--- src/rtl/wb_read_prefetch.sv ---
// Single-line read prefetch buffer between a Wishbone B4 pipelined master and slave.
// Read misses fetch the whole aligned line; writes pass straight through and invalidate it.
module wb_read_prefetch #(
  parameter int ADDRBITS  = 26,
  parameter int DATABITS  = 16,
  parameter int LINE_LOG2 = 2
) (
  input  logic                clk_i,
  input  logic                rst_ni,
  input  logic                flush_i,
  input  logic                s_wb_cyc_i,
  input  logic                s_wb_stb_i,
  input  logic                s_wb_we_i,
  input  logic [ADDRBITS-1:0] s_wb_adr_i,
  input  logic [DATABITS-1:0] s_wb_dat_i,
  output logic [DATABITS-1:0] s_wb_dat_o,
  output logic                s_wb_ack_o,
  output logic                s_wb_err_o,
  output logic                s_wb_stall_o,
  output logic                m_wb_cyc_o,
  output logic                m_wb_stb_o,
  output logic                m_wb_we_o,
  output logic [ADDRBITS-1:0] m_wb_adr_o,
  output logic [DATABITS-1:0] m_wb_dat_o,
  input  logic [DATABITS-1:0] m_wb_dat_i,
  input  logic                m_wb_ack_i,
  input  logic                m_wb_err_i,
  input  logic                m_wb_stall_i
);
  localparam int DEPTH = 1 << LINE_LOG2;
  localparam int TAGW  = ADDRBITS - LINE_LOG2;

  typedef enum logic [1:0] {ST_IDLE, ST_FILL, ST_WRITE} state_t;

  state_t               r_state;
  logic [TAGW-1:0]      r_tag;
  logic [DEPTH-1:0]     r_valid;
  logic [DATABITS-1:0]  r_data [DEPTH];
  logic [LINE_LOG2-1:0] r_req_word;
  logic [LINE_LOG2-1:0] r_ack_cnt;
  logic                 r_pending;
  logic                 r_flush_pend;
  logic                 r_s_ack;
  logic                 r_s_err;
  logic [DATABITS-1:0]  r_s_dat;
  logic                 r_m_cyc;
  logic                 r_m_stb;
  logic                 r_m_we;
  logic [ADDRBITS-1:0]  r_m_adr;
  logic [DATABITS-1:0]  r_m_dat;

  logic                 w_stall;
  logic                 w_accept;
  logic                 w_hit;
  logic                 w_live;
  logic                 w_last_issue;
  logic                 w_last_ack;
  logic [TAGW-1:0]      w_req_tag;
  logic [LINE_LOG2-1:0] w_req_word;

  assign w_req_tag    = s_wb_adr_i[ADDRBITS-1:LINE_LOG2];
  assign w_req_word   = s_wb_adr_i[LINE_LOG2-1:0];
  assign w_stall      = (r_state != ST_IDLE) || r_s_ack || r_s_err;
  assign w_accept     = s_wb_cyc_i && s_wb_stb_i && !w_stall;
  assign w_hit        = (r_tag == w_req_tag) && r_valid[w_req_word];
  // An upstream response is owed only while the master still holds its cycle.
  assign w_live       = r_pending && s_wb_cyc_i;
  assign w_last_issue = (r_m_adr[LINE_LOG2-1:0] == {LINE_LOG2{1'b1}});
  assign w_last_ack   = (r_ack_cnt == {LINE_LOG2{1'b1}});

  assign s_wb_dat_o   = r_s_dat;
  assign s_wb_ack_o   = r_s_ack;
  assign s_wb_err_o   = r_s_err;
  assign s_wb_stall_o = w_stall;
  assign m_wb_cyc_o   = r_m_cyc;
  assign m_wb_stb_o   = r_m_stb;
  assign m_wb_we_o    = r_m_we;
  assign m_wb_adr_o   = r_m_adr;
  assign m_wb_dat_o   = r_m_dat;

  always_ff @(posedge clk_i or negedge rst_ni) begin
    if (!rst_ni) begin
      r_state      <= ST_IDLE;
      r_tag        <= '0;
      r_valid      <= '0;
      r_req_word   <= '0;
      r_ack_cnt    <= '0;
      r_pending    <= 1'b0;
      r_flush_pend <= 1'b0;
      r_s_ack      <= 1'b0;
      r_s_err      <= 1'b0;
      r_s_dat      <= '0;
      r_m_cyc      <= 1'b0;
      r_m_stb      <= 1'b0;
      r_m_we       <= 1'b0;
      r_m_adr      <= '0;
      r_m_dat      <= '0;
    end else begin
      r_s_ack <= 1'b0;
      r_s_err <= 1'b0;
      case (r_state)
        ST_IDLE: begin
          if (flush_i) r_valid <= '0;
          if (w_accept) begin
            if (s_wb_we_i) begin
              r_valid   <= '0;
              r_m_cyc   <= 1'b1;
              r_m_stb   <= 1'b1;
              r_m_we    <= 1'b1;
              r_m_adr   <= s_wb_adr_i;
              r_m_dat   <= s_wb_dat_i;
              r_pending <= 1'b1;
              r_state   <= ST_WRITE;
            end else if (w_hit) begin
              r_s_ack <= 1'b1;
              r_s_dat <= r_data[w_req_word];
            end else begin
              r_valid      <= '0;
              r_tag        <= w_req_tag;
              r_req_word   <= w_req_word;
              r_ack_cnt    <= '0;
              r_flush_pend <= 1'b0;
              r_pending    <= 1'b1;
              r_m_cyc      <= 1'b1;
              r_m_stb      <= 1'b1;
              r_m_we       <= 1'b0;
              r_m_adr      <= {w_req_tag, {LINE_LOG2{1'b0}}};
              r_state      <= ST_FILL;
            end
          end
        end
        ST_FILL: begin
          if (flush_i) r_flush_pend <= 1'b1;
          if (!s_wb_cyc_i) r_pending <= 1'b0;
          // Address stops at the last word of the line, so the top line never wraps.
          if (r_m_stb && !m_wb_stall_i) begin
            if (w_last_issue) r_m_stb <= 1'b0;
            else              r_m_adr <= r_m_adr + 1'b1;
          end
          if (m_wb_err_i) begin
            r_m_cyc   <= 1'b0;
            r_m_stb   <= 1'b0;
            r_valid   <= '0;
            r_pending <= 1'b0;
            r_s_err   <= w_live;
            r_state   <= ST_IDLE;
          end else if (m_wb_ack_i) begin
            r_valid[r_ack_cnt] <= 1'b1;
            r_ack_cnt          <= r_ack_cnt + 1'b1;
            if (w_live && (r_ack_cnt == r_req_word)) begin
              r_s_ack   <= 1'b1;
              r_s_dat   <= m_wb_dat_i;
              r_pending <= 1'b0;
            end
            if (w_last_ack) begin
              r_m_cyc <= 1'b0;
              r_m_stb <= 1'b0;
              r_state <= ST_IDLE;
              if (r_flush_pend || flush_i) r_valid <= '0;
            end
          end
        end
        ST_WRITE: begin
          if (!s_wb_cyc_i) r_pending <= 1'b0;
          if (r_m_stb && !m_wb_stall_i) r_m_stb <= 1'b0;
          if (m_wb_ack_i || m_wb_err_i) begin
            r_m_cyc   <= 1'b0;
            r_m_stb   <= 1'b0;
            r_m_we    <= 1'b0;
            r_pending <= 1'b0;
            r_s_ack   <= w_live && m_wb_ack_i;
            r_s_err   <= w_live && !m_wb_ack_i;
            r_state   <= ST_IDLE;
          end
        end
        default: r_state <= ST_IDLE;
      endcase
    end
  end

  // Line storage holds data only; the valid bits decide whether it is meaningful.
  always_ff @(posedge clk_i) begin
    if ((r_state == ST_FILL) && m_wb_ack_i && !m_wb_err_i)
      r_data[r_ack_cnt] <= m_wb_dat_i;
  end

endmodule

--- config.mk ---
export PLATFORM = sky130hd
export DESIGN_NAME = wb_read_prefetch
export DESIGN_NICKNAME = d
export VERILOG_FILES = /design/src/rtl/wb_read_prefetch.sv
export SDC_FILE = /design/constraint.sdc
export NUM_CORES = 1
export LEC_CHECK = 0
export CAP_MARGIN = 10
export CORE_ASPECT_RATIO = 2
export CORE_MARGIN = 5
export CORE_UTILIZATION = 57
export DETAILED_ROUTE_END_ITERATION = 12
export MAX_ROUTING_LAYER = met4
export PLACE_DENSITY_LB_ADDON = 0.08
export SYNTH_ARGS = -nofsm -noshare
export SYNTH_HDL_FRONTEND = slang
export SYNTH_SLANG_ARGS = --single-unit
--- constraint.sdc ---
create_clock -name clk_i -period 4.9 [get_ports clk_i]
set_input_delay 0.98 -clock clk_i [delete_from_list [all_inputs] [get_ports clk_i]]
set_output_delay 0.98 -clock clk_i [all_outputs]
set_load 0.05 [all_outputs]
## After elaboration in Yosys (flattened, before gate mapping)

Memory sizes are Yosys's and may differ from the RTL's.
Index checks and enable logic that the tools add are counted.
Widths: inputs -> output; s select.

| word-level totals | value |
|---|---|
| register bits | 99 |
| RAM bits | 64 |
| logic and storage cells | 164 |
| memories kept | 1 |

Memory list:

| memory | depth | width | read ports | clocked after memory_dff | wr ports | line | source |
|---|---|---|---|---|---|---|---|
| r_data | 4 | 16 | 1 | 0 | 1 | 38 | `logic [DATABITS-1:0] r_data [DEPTH];` |

| cells by class | value |
|---|---|
| add/subtract/negate cells | 2 |
| magnitude comparators | 3 |
| eq/ne operators | 21 |
| muxes and demuxes | 83 |
| bitwise logic cells | 3 |
| reduce and logical (&&, ||, !) cells | 36 |

Operators with widths:

| cell | count |
|---|---|
| $mux 26 | 5 |
| $mux 16 | 6 |
| $pmux 26 s2 | 1 |
| $mux 1 | 38 |
| $mux 4 | 8 |
| $pmux 16 s2 | 1 |
| $add 26x1->26 const B | 1 |
| $eq 24x24->1 | 1 |
| $mux 2 | 12 |
| $ne 2x2->1 const B | 11 |
| $reduce_and 5->1 | 3 |
| $ne 3x3->1 const B | 4 |
| $pmux 1 s3 | 4 |
| $reduce_and 4->1 | 3 |
| $reduce_and 6->1 | 2 |
| $logic_and 1x1->1 | 11 |
| $pmux 4 s2 | 1 |
| $reduce_and 7->1 | 1 |
| $eq 2x2->1 const B | 3 |
| $lt 2x3->1 const B | 2 |
| $pmux 1 s2 | 3 |
| $pmux 2 s3 | 1 |
| $reduce_and 3->1 | 2 |
| $reduce_bool 2->1 | 3 |
| other kinds (14) | 21 |

## Logic depth before layout (Yosys ltp)

| logic depth | value |
|---|---|
| depth in word-level cells | 10 |
| depth in mapped cells | 10 |
| depth with buffers taken out | 8 |

## Least setup slack after synthesis

OpenSTA, ideal clock, no wires.

| timing path | value |
|---|---|
| path kind | input -> register |
| start point | input s_wb_adr_i[1] |
| end point | register r_m_adr[10] (netlist: m_wb_adr_o[10]) |
| library setup time | 0.127 ns |
| data arrival time | 2.644 ns |
| path slack | 2.129 ns |
| stages | 7 |
| path buffers | 2 |
| path through | buf_4 > mux4_2 > nand4_1 > o211ai_2 > nor2_2 > buf_6 > mux2_1 |

| on the way | value |
|---|---|
| word-level cells in the longest chain between the ends | 5 |

Ends and longest elaborated chain:

| what | line | source |
|---|---|---|
| from (decl) | 14 | `input logic [ADDRBITS-1:0] s_wb_adr_i,` |
| $bmux 1 s2 | 65 | `assign w_hit = (r_tag == w_req_tag) && r_valid[w_req_word];` |
| $mux 1 (not written as such) | 65 |  |
| $logic_and 1x1->1 | 65 |  |
| $ne 3x3->1 (no line) | -- |  |
| $reduce_and 5->1 (no line) | -- |  |
| to (signal assigned) | 110 | `r_m_adr <= s_wb_adr_i;` |
| to (signal assigned) | 127 | `r_m_adr <= {w_req_tag, {LINE_LOG2{1'b0}}};` |
| to (signal assigned) | 138 | `else r_m_adr <= r_m_adr + 1'b1;` |
| to (decl) | 49 | `logic [ADDRBITS-1:0] r_m_adr;` |

No other way between the ends. The select of a mux whose other input is x is not followed.
A chain may end at the register's enable or synchronous reset.

## Worst setup path after layout

| timing path | value |
|---|---|
| start point | input s_wb_adr_i[1] |
| end point | register r_ack_cnt[1] |

| on the way | value |
|---|---|
| word-level cells in the longest chain between the ends | 5 |

Ends and longest elaborated chain:

| what | line | source |
|---|---|---|
| $bmux 1 s2 | 65 |  |
| $mux 1 (not written as such) | 65 |  |
| $logic_and 1x1->1 | 65 |  |
| $ne 2x2->1 (no line) | -- |  |
| $reduce_and 6->1 (no line) | -- |  |
| to (signal assigned) | 149 | `r_ack_cnt <= r_ack_cnt + 1'b1;` |
| to (decl) | 40 | `logic [LINE_LOG2-1:0] r_ack_cnt;` |

No other way between the ends. The select of a mux whose other input is x is not followed.

==> implementation parameters <==
Parameter                              Value

Outcome
  Result of the run ... complete, no violations

Drt
  First-pass DRT Iterations ... 5
  Number of vias per cell after detailed routing ... 6.108
  Antenna-violating nets left ... 0
  DRT Wirelength ... 18.82 mm
  Total via count in the routed design ... between 5k and 6k
  DRC violation count after routing ... 0
  Number of DRC violations after detailed-routing iteration 0 ... 266
  Final routed wire length divided by cell count ... 22.29 um

Critical path
  Worst Path Arrival ... 3.79 ns
  Critical path's largest stage delay ... 1.00 ns
  Worst r2r path cells ... 7
  Setup CP Type ... in2reg
  Required time of the worst setup path ... 5.21 ns
  Kind of cell adding the most delay to the critical path ... compound AO/OA/AOI/OAI gates
  Category of the worst setup path launch point ... primary input
  Register-to-register path setup slack ... 1.67 ns
  Highest-delay cell along the critical path ... o21a_1
  Cells traversed along the worst timing path ... clkdlybuf4s50_1 -> mux4_2 -> nand3_2 -> o21a_1 -> o21ai_0 -> a211oi_1
  Crit. End Element ... register
  Cell count along the critical path ... 6
  CP bufs+invs ... 1
  Critical Path Fanout Max ... 25

Logic synthesis
  Seq cells post-synth ... 163
  Library cell with the highest instance count after synthesis ... dfrtp_1
  Post-synthesis async set-or-reset flop share ... 60.74%
  Number of library cell types mapped by synthesis ... 62
  Syn_nets ... 625
  Number of enable flip-flop cells after synthesis ... 64
  Most frequent cells after synthesis ... dfrtp_1, edfxtp_1, nand2_1
  Warning count from the yosys run ... 0
  Post-Synthesis Cell Area ... 7483 sq um
  Area share of the leading cell type in the synthesized netlist ... 33.10%
  Post-synthesis cell count ... 549
  Sequential fraction of the synthesis area ... 58.79%
  Mean area per synthesized cell ... ~14 sq um
  Synth area leaders ... dfrtp_1, edfxtp_1, mux4_2, mux2_1, mux2_2
  Primary flip-flop cell chosen by synthesis mapping ... dfrtp_1
  Top cell type by total area after synthesis ... dfrtp_1

Global routing
  Global router's overall resource usage ... 25.77%
  Remaining global-route overflow ... 0
  Largest net degree at the start of global routing ... 65
  Wire length of the first global-routing pass ... 30.21 mm
  Initial antenna violation count ... 1
  Vias in the first global route ... around 5.5k

Timing
  Largest clock skew in the final design ... 0.01813 ns
  Ratio of final minimum period to clock period ... 71.07%
  Hold Vio Cnt, Final ... 0
  Minimum clock period after layout ... around 3.5 ns
  RSZ-0062 raised after global routing ... no
  Worst-margin pin slew ... 1.263 ns
  Maximum clock rate ... 287.2 MHz
  Slew HR ... 15.79%
  Setup-violating endpoint count in the final report ... 0
  Final setup TNS ... 0 ns
  Final slew viol count ... 0

Place
  Post-detail-place hpwl ... 13.49 mm
  Final RePlAce weighted congestion ... 0.9635
  Number of I/O port buffers ... 130
  Standard cell area after detailed placement ... 8875 sq um

Clocking
  H-tree lvl count ... 4
  CTS Root Buffer Type ... clkbuf_16
  Cts bufs inserted ... 17
  Number of buffers between clock root and the deepest sink ... 2
  Sinks on Clock Net ... 163
  Clock tree from TritonCTS ... built
  Total of cells resized after clock tree synthesis ... 0
  Post-CTS Setup Bufs ... 0
  Source-to-sink clock delay at the later pin of the worst-skew pair ... 0.42 ns
  CTS hold repair buffers ... 0
  Clock transition at the register clock pins on the worst setup and hold paths after CTS ... 0.07 ns

Finish
  Layout cells sized above 1 ... 14.33%
  Filler cell count ... 903
  Layout overhead on the synthesized area ... 26.65%
  Net count reported at finish ... 754
  Non-Filler Cell Area, Final ... 9478 sq um

Floorplan
  Initial core utilization ... 57.60%
  Total die area ... 15660 sq um
  Height of the die ... 172.0 um
  Core footprint ... 12990 sq um
  Horiz. Die Dim ... 91.02 um
  Row count ... 59
  Number of top-level pins ... 131

Hold path
  Class of the tightest hold or removal check ... reg2reg
  Number of cells traversed by the worst hold path ... 2

Flow run
  Number of max-capacitance violations reported ... 0

Pwr
  Leakage power summed over all cells ... 3.761 nW
  IR Drop Worst-Case VDD ... 0.0006350 V
  Total power per unit cell area ... about 690 nW/um^2
[cell type report]
cell class | count | area [sq um] | area share [%]
Timing Repair Buffer | 138 | 1359 | 14.34
Inverter | 17 | 63.81 | 0.6733
Clock inverter | 14 | 171.4 | 1.809
Multi-Input combinational cell | 341 | 2863 | 30.20
Clock buffer | 18 | 429.2 | 4.528
Antenna cell | 1 | 2.502 | 0.02640
Sequential cell | 163 | 4399 | 46.42
Tap cell | 152 | 190.2 | 2.007
[state kept, by name, indices dropped and copies added, names as in the netlist, 2 cells and up]
signal and count:
r_data 64, m_wb_adr_o 26, r_tag 24, m_wb_dat_o 16
s_wb_dat_o 16, r_valid 4, r_ack_cnt 2, r_req_word 2
r_state 2
[worst min-delay path, delay by kind of cell (launching register included)]
| kind | cells | cell delay (ns) |
|---|---|---|
| compound gates | 1 | 0.04 |
| flops | 1 | 0.34 |
| simple gates | 1 | 0.08 |
[placed cells by master (no fill, tap or decap), drive strengths merged, types with 3 or more instances in the layout]
cell | Yosys | routed
a211o | 4 | 4
a21oi | 32 | 32
a221oi | 5 | 5
a31oi | 16 | 16
and2 | 5 | 5
buf | 19 | 9
clkbuf | 9 | 18
clkdlybuf4s50 | 0 | 129
clkinv | 1 | 7
dfrtp | 99 | 99
edfxtp | 64 | 64
ha | 9 | 9
inv | 16 | 21
mux2 | 53 | 53
mux2i | 17 | 17
mux4 | 17 | 17
nand2 | 38 | 38
nand3 | 11 | 11
nand4 | 6 | 6
nor2 | 23 | 23
nor3 | 12 | 12
nor4 | 11 | 11
nor4b | 3 | 3
o211ai | 4 | 4
o21ai | 18 | 18
o22ai | 4 | 4
o31ai | 4 | 4
xor2 | 26 | 26
[layer usage]
metal / vias up / track usage, % / wire [um]
li1: 2310 / - / -
met1: 2610 / 26.92 / 6552
met2: 185 / 45.85 / 10620
met3: 50 / 4.092 / 788
met4: 0 / 14.30 / 852
met5: - / - / 0
[worst paths after layout]
path,from,end
worst max-delay path,s_wb_adr_i[1],r_ack_cnt[1]$_DFFE_PN0P_
worst min-delay path,r_valid[1]$_DFFE_PN0P_,r_valid[1]$_DFFE_PN0P_
worst max register to register,r_state[0]$_DFFE_PN0P_,r_ack_cnt[1]$_DFFE_PN0P_
worst min register to register,r_valid[1]$_DFFE_PN0P_,r_valid[1]$_DFFE_PN0P_
max in group asynchronous,rst_ni,m_wb_dat_o[9]$_DFFE_PN0P_
min in group asynchronous,rst_ni,r_tag[6]$_DFFE_PN0P_
[metrics by stage]
| stage | worst slack (ns) | total power, mW | hold WS (ns) | utilization, % | std cells |
|---|---|---|---|---|---|
| finish | 1.418 | 6.574 | 0.5007 | 72.95 | 844 |
| floorplan | 2.129 | 4.246 | 0.4573 | - | 549 |
| detailed placement | 0.9985 | 5.247 | 0.4915 | 68.31 | 811 |
| global route | 1.312 | 6.906 | 0.5232 | 72.95 | 844 |
| CTS | 1.427 | 6.616 | 0.5089 | 72.93 | 843 |
| global placement | 1.076 | 5.163 | 0.4811 | 68.31 | 811 |
[report_power, final]
group          switching, mW  internal [mW]
registers              0.336           1.84
logic                   1.95           1.10
clock network          0.580          0.769
[cell families after synthesis]
family          synth area share, %
flops                         58.79
simple gates                  9.330
compound gates                8.912
mux                           15.42
buf+inv                       3.009
xor+xnor                      3.043
fa+ha+maj                     1.505
Note: power is estimated with default switching activity, not from simulation.
==> patch 1: new RTL, same settings <==
Set the parameter `ADDRBITS` to 52 (it was 26).
--- a/src/rtl/wb_read_prefetch.sv
+++ b/src/rtl/wb_read_prefetch.sv
@@ -1,7 +1,7 @@
 // Single-line read prefetch buffer between a Wishbone B4 pipelined master and slave.
 // Read misses fetch the whole aligned line; writes pass straight through and invalidate it.
 module wb_read_prefetch #(
-  parameter int ADDRBITS  = 26,
+  parameter int ADDRBITS  = 52,
   parameter int DATABITS  = 16,
   parameter int LINE_LOG2 = 2
 ) (
Ports: changed (resized m_wb_adr_o and s_wb_adr_i); port bits go from 131 to 183. No check against the original RTL was run, so the function may have changed too.
==> patch 1 against the unedited design <==
Total power is 29% higher. Via count up 41%. Global-route usage rose by 2.4 points. Fmax decreased by 8.8%. Utilization rose by 0.54 points. Sequential cell count increased by 52. Area after synthesis rose by 33%. Worst setup slack worse by 0.34 ns. Routed wire length up 45%. Non-clock buffer count increased by 56. Final area up 33%.
==> patch 1: results (changes against the unedited design) <==
First-pass GRT wire length - 42700 um (+41%)
Largest net degree at the start of global routing - 95 (+46%)
Met3 GRT Util - 0.0283 (-0.0126)
Met1 WL - 9210 um (+40%)
P_sw - 0.00362 W (+26%)
Unique masters post-synth - 50 (-19%)
Hold EP - s_wb_dat_o[11]
P_clk - 0.00152 W (+13%)
Metal2 WL - 15700 um (+48%)
GR Util met1 - 0.299 (+0.0297)
Via count - 7273 (+41%)
Max VDD drop - 0.455 mV (-28%)
Worst hold path cell count - 1 (-1)
Clock buffer depth - 3 (+1)
Worst-Skew Late Latency - 0.49 ns (+0.07 ns)
Critical path depth - 8 (+2)
Worst Skew - 0.0120 ns (-0.00613 ns)
DRT iter0 DRCs - 370 (+39%)
CP max stage delay - 0.63 ns (-0.37 ns)
Place WS - 0.598 ns (-0.401 ns)
PwrDens - 669 nW/um2 (-3.6%)
Port Buffer Count - 182 (+40%)
Critical hold path startpoint - s_wb_dat_o[11]
FFs w/ async S/R, synth - 0.702 (+0.0950)
Switch share - 0.429 (-0.00720)
LEAKAGE - 5.06 nW (+34%)
Share of layout cells above drive strength 1 - 0.167 (+0.0237)
Synth cell count leaders - dfrtp_1, mux2_2, nand2_1
Outcome - finished clean
Syn nets - 901 (+44%)
## patch 1: worst register-to-register path, stage by stage (launching register included)
cell and delay, ns:
dfrtp_1 0.43, inv_1 0.10, ha_1 0.48, nor3b_1 0.34, nand3_1 0.29, a22o_1 0.33
nor2_1 0.95, a311oi_1 0.25
## patch 1: final cells by class
| type | instances | area share |
|---|---|---|
| Clock inverter | 7 | 0.00466 |
| Timing Repair Buffer | 194 | 0.153 |
| Clock buffer | 29 | 0.0456 |
| Tap cell | 210 | 0.0208 |
| Inverter | 21 | 0.00624 |
| Sequential cell | 215 | 0.451 |
| Multi-Input combinational cell | 528 | 0.318 |
## patch 1: cells by family after synthesis
| family | Yosys count | synth area share |
|---|---|---|
| XOR/XNOR | 52 | 0.0458 |
| AO/OA/AOI/OAI | 122 | 0.0807 |
| buffers and inverters | 56 | 0.0235 |
| AND/OR/NAND/NOR | 226 | 0.111 |
| multiplexers | 119 | 0.154 |
| adder cells (fa/ha/maj) | 9 | 0.0113 |
| flip-flops | 215 | 0.574 |
==> patch 2: new RTL, same flow settings <==
Made on the original files. Register the output `s_wb_err_o` once more, without a reset; this adds one clock of latency there. The other outputs are not delayed to match.
--- a/src/rtl/wb_read_prefetch.sv
+++ b/src/rtl/wb_read_prefetch.sv
@@ -70,7 +70,9 @@
 
   assign s_wb_dat_o   = r_s_dat;
   assign s_wb_ack_o   = r_s_ack;
-  assign s_wb_err_o   = r_s_err;
+  always_ff @(posedge clk_i) begin
+    s_wb_err_o <= r_s_err;
+  end
   assign s_wb_stall_o = w_stall;
   assign m_wb_cyc_o   = r_m_cyc;
   assign m_wb_stb_o   = r_m_stb;
Formal check against the unedited RTL: not equivalent (a bounded check fails within 4 cycles, from zero or initial values and one cycle with rst_ni low).
==> patch 2 against the unedited design <==
Final area grew 1.2%. Cell count grew 0.71%. Global-route usage shrank 0.53 points. Worst setup slack lost 0.18 ns. Sequential cell count grew 1. Routed wire length is essentially flat. Total power is essentially flat. Count of clock-buffer cells in the layout shrank 1. Area after synthesis is essentially flat. Utilization grew 0.85 points. First-iteration DRC count grew 28%. Register-to-register slack gained 0.05 ns. Die area is essentially flat. Highest routed layer unchanged.
==> patch 2: results (changes against the unedited design) <==
CTS clock-pin slew for the worst setup and hold paths - 0.07 ns (about the same)
Avg WL per Cell - 22.1 um (-0.68%)
Biggest register - r_data
Max VDD drop - 0.627 mV (-1.3%)
CTS resizes - 0 (unchanged)
Min-delay worst type - register to register
Avg Cell Area, Syn - 13.5 um2 (-0.85%)
CTS buffer count - 17 (unchanged)
Via count - 5325 (+3.3%)
H-tree levels - 4 (unchanged)
YS warnings - 0 (unchanged)
CP max-delay cell - nor4_1
GRT Overall Usage - 0.252 (-0.00533)
Worst-Skew Late Latency - 0.43 ns
EDFF count, synth - 64 (unchanged)
Dpl cells - 817 (+0.74%)
CP max stage delay - 0.67 ns (-0.33 ns)
Port Buffer Count - 130 (unchanged)
Outcome - finished clean
Antenna violations before repair - 0 (-1)
Crit path max-delay family - simple AND/OR/NAND/NOR gates
Pre-antenna DRT Iters - 6 (+1)
Number of flip-flops in the largest register - 64 (unchanged)
Top post-synthesis cells by area - dfrtp_1, edfxtp_1, mux2_1
DRT iter0 DRCs - 340 (+28%)
Sequential share of the synthesized area - 0.590 (+0.00238)
Worst Skew - 0.0171 ns (-0.00107 ns)
FFs w/ async S/R, synth - 0.604 (-0.00370)
Vias in the first global route - 5677 (+2.5%)
Clock buffer depth - 2 (unchanged)
DP HPWL - 13300 um (-1.4%)
Largest net degree at the start of global routing - 81 (+25%)
Synth cell count leaders - dfrtp_1, edfxtp_1, mux2_1
Final Net Count - 761 (+0.93%)
Unique masters post-synth - 65 (+4.8%)
Antenna cells - 0 (-1)
Root Driver - clkbuf_16
Max-slew headroom - 0.258 (+0.100)
Critical path peak fanout - 12 (-52%)
First-pass GRT wire length - 30200 um (about the same)
Share of layout cells above drive strength 1 - 0.138 (-0.00573)
Final cell count without fillers - 850 (+0.71%)
Crit path DAT - 3.96 ns (+0.17 ns)
Placed inst area - 8940 um2 (+0.72%)
Setup Fix Bufs, Post-CTS - 0 (unchanged)
Gpl congestion - 0.853 (-12%)
Syn nets - 630 (+0.80%)
LEAKAGE - 3.77 nW (+0.31%)
Place WS - 0.745 ns (-0.253 ns)
## patch 2: logic make-up after synthesis
logic type	Yosys count	share of synthesized area
adder cells (fa/ha/maj)	9	0.0150
multiplexers	91	0.159
AO/OA/AOI/OAI	103	0.0956
XOR/XNOR	26	0.0304
buffers and inverters	49	0.0277
AND/OR/NAND/NOR	112	0.0817
flip-flops	164	0.590
## patch 2: report_power, final
group | switching, W | internal (W)
combinational | 0.00191 | 0.00110
sequential | 0.000336 | 0.00185
clock | 0.000637 | 0.000745
total | 0.00288 | 0.00369
## patch 2: layout make-up
cell class	instances	area, um2
repair buffers	142	1390
clock buffers	17	425
multi-input cells	341	2880
well taps	152	190
clock inverters	15	213
fillers	885	3400
flip-flops and latches	164	4420
inverters	19	71.3
## patch 2: final timing paths
path / cells past startpoint / from / end / slack [ns]
max in group asynchronous: 2 / rst_ni / r_tag[13] / 3.24
worst min-delay path: 0 / r_s_err / s_wb_err_o / 0.41
min in group asynchronous: 1 / rst_ni / m_wb_adr_o[20] / 0.73
worst max-delay path: 7 / s_wb_adr_i[18] / m_wb_adr_o[4] / 1.24
worst max register to register: 4 / r_state[1] / r_data[2][15] / 1.72
worst min register to register: 0 / r_s_err / s_wb_err_o / 0.41
## patch 2: worst reg2reg max path: cells and delay by family (launching register included)
| kind | cells | cell delay (ns) |
|---|---|---|
| adders and majority gates | 1 | 0.73 |
| and+or+nand+nor | 2 | 1.55 |
| DFF | 1 | 0.41 |
| buffers and inverters | 1 | 0.11 |
## patch 2: per-layer routing
layer	GRT usage	wire, um
met5	-	0
met4	0.111	572
met3	0.0366	926
met2	0.463	10800
met1	0.266	6500
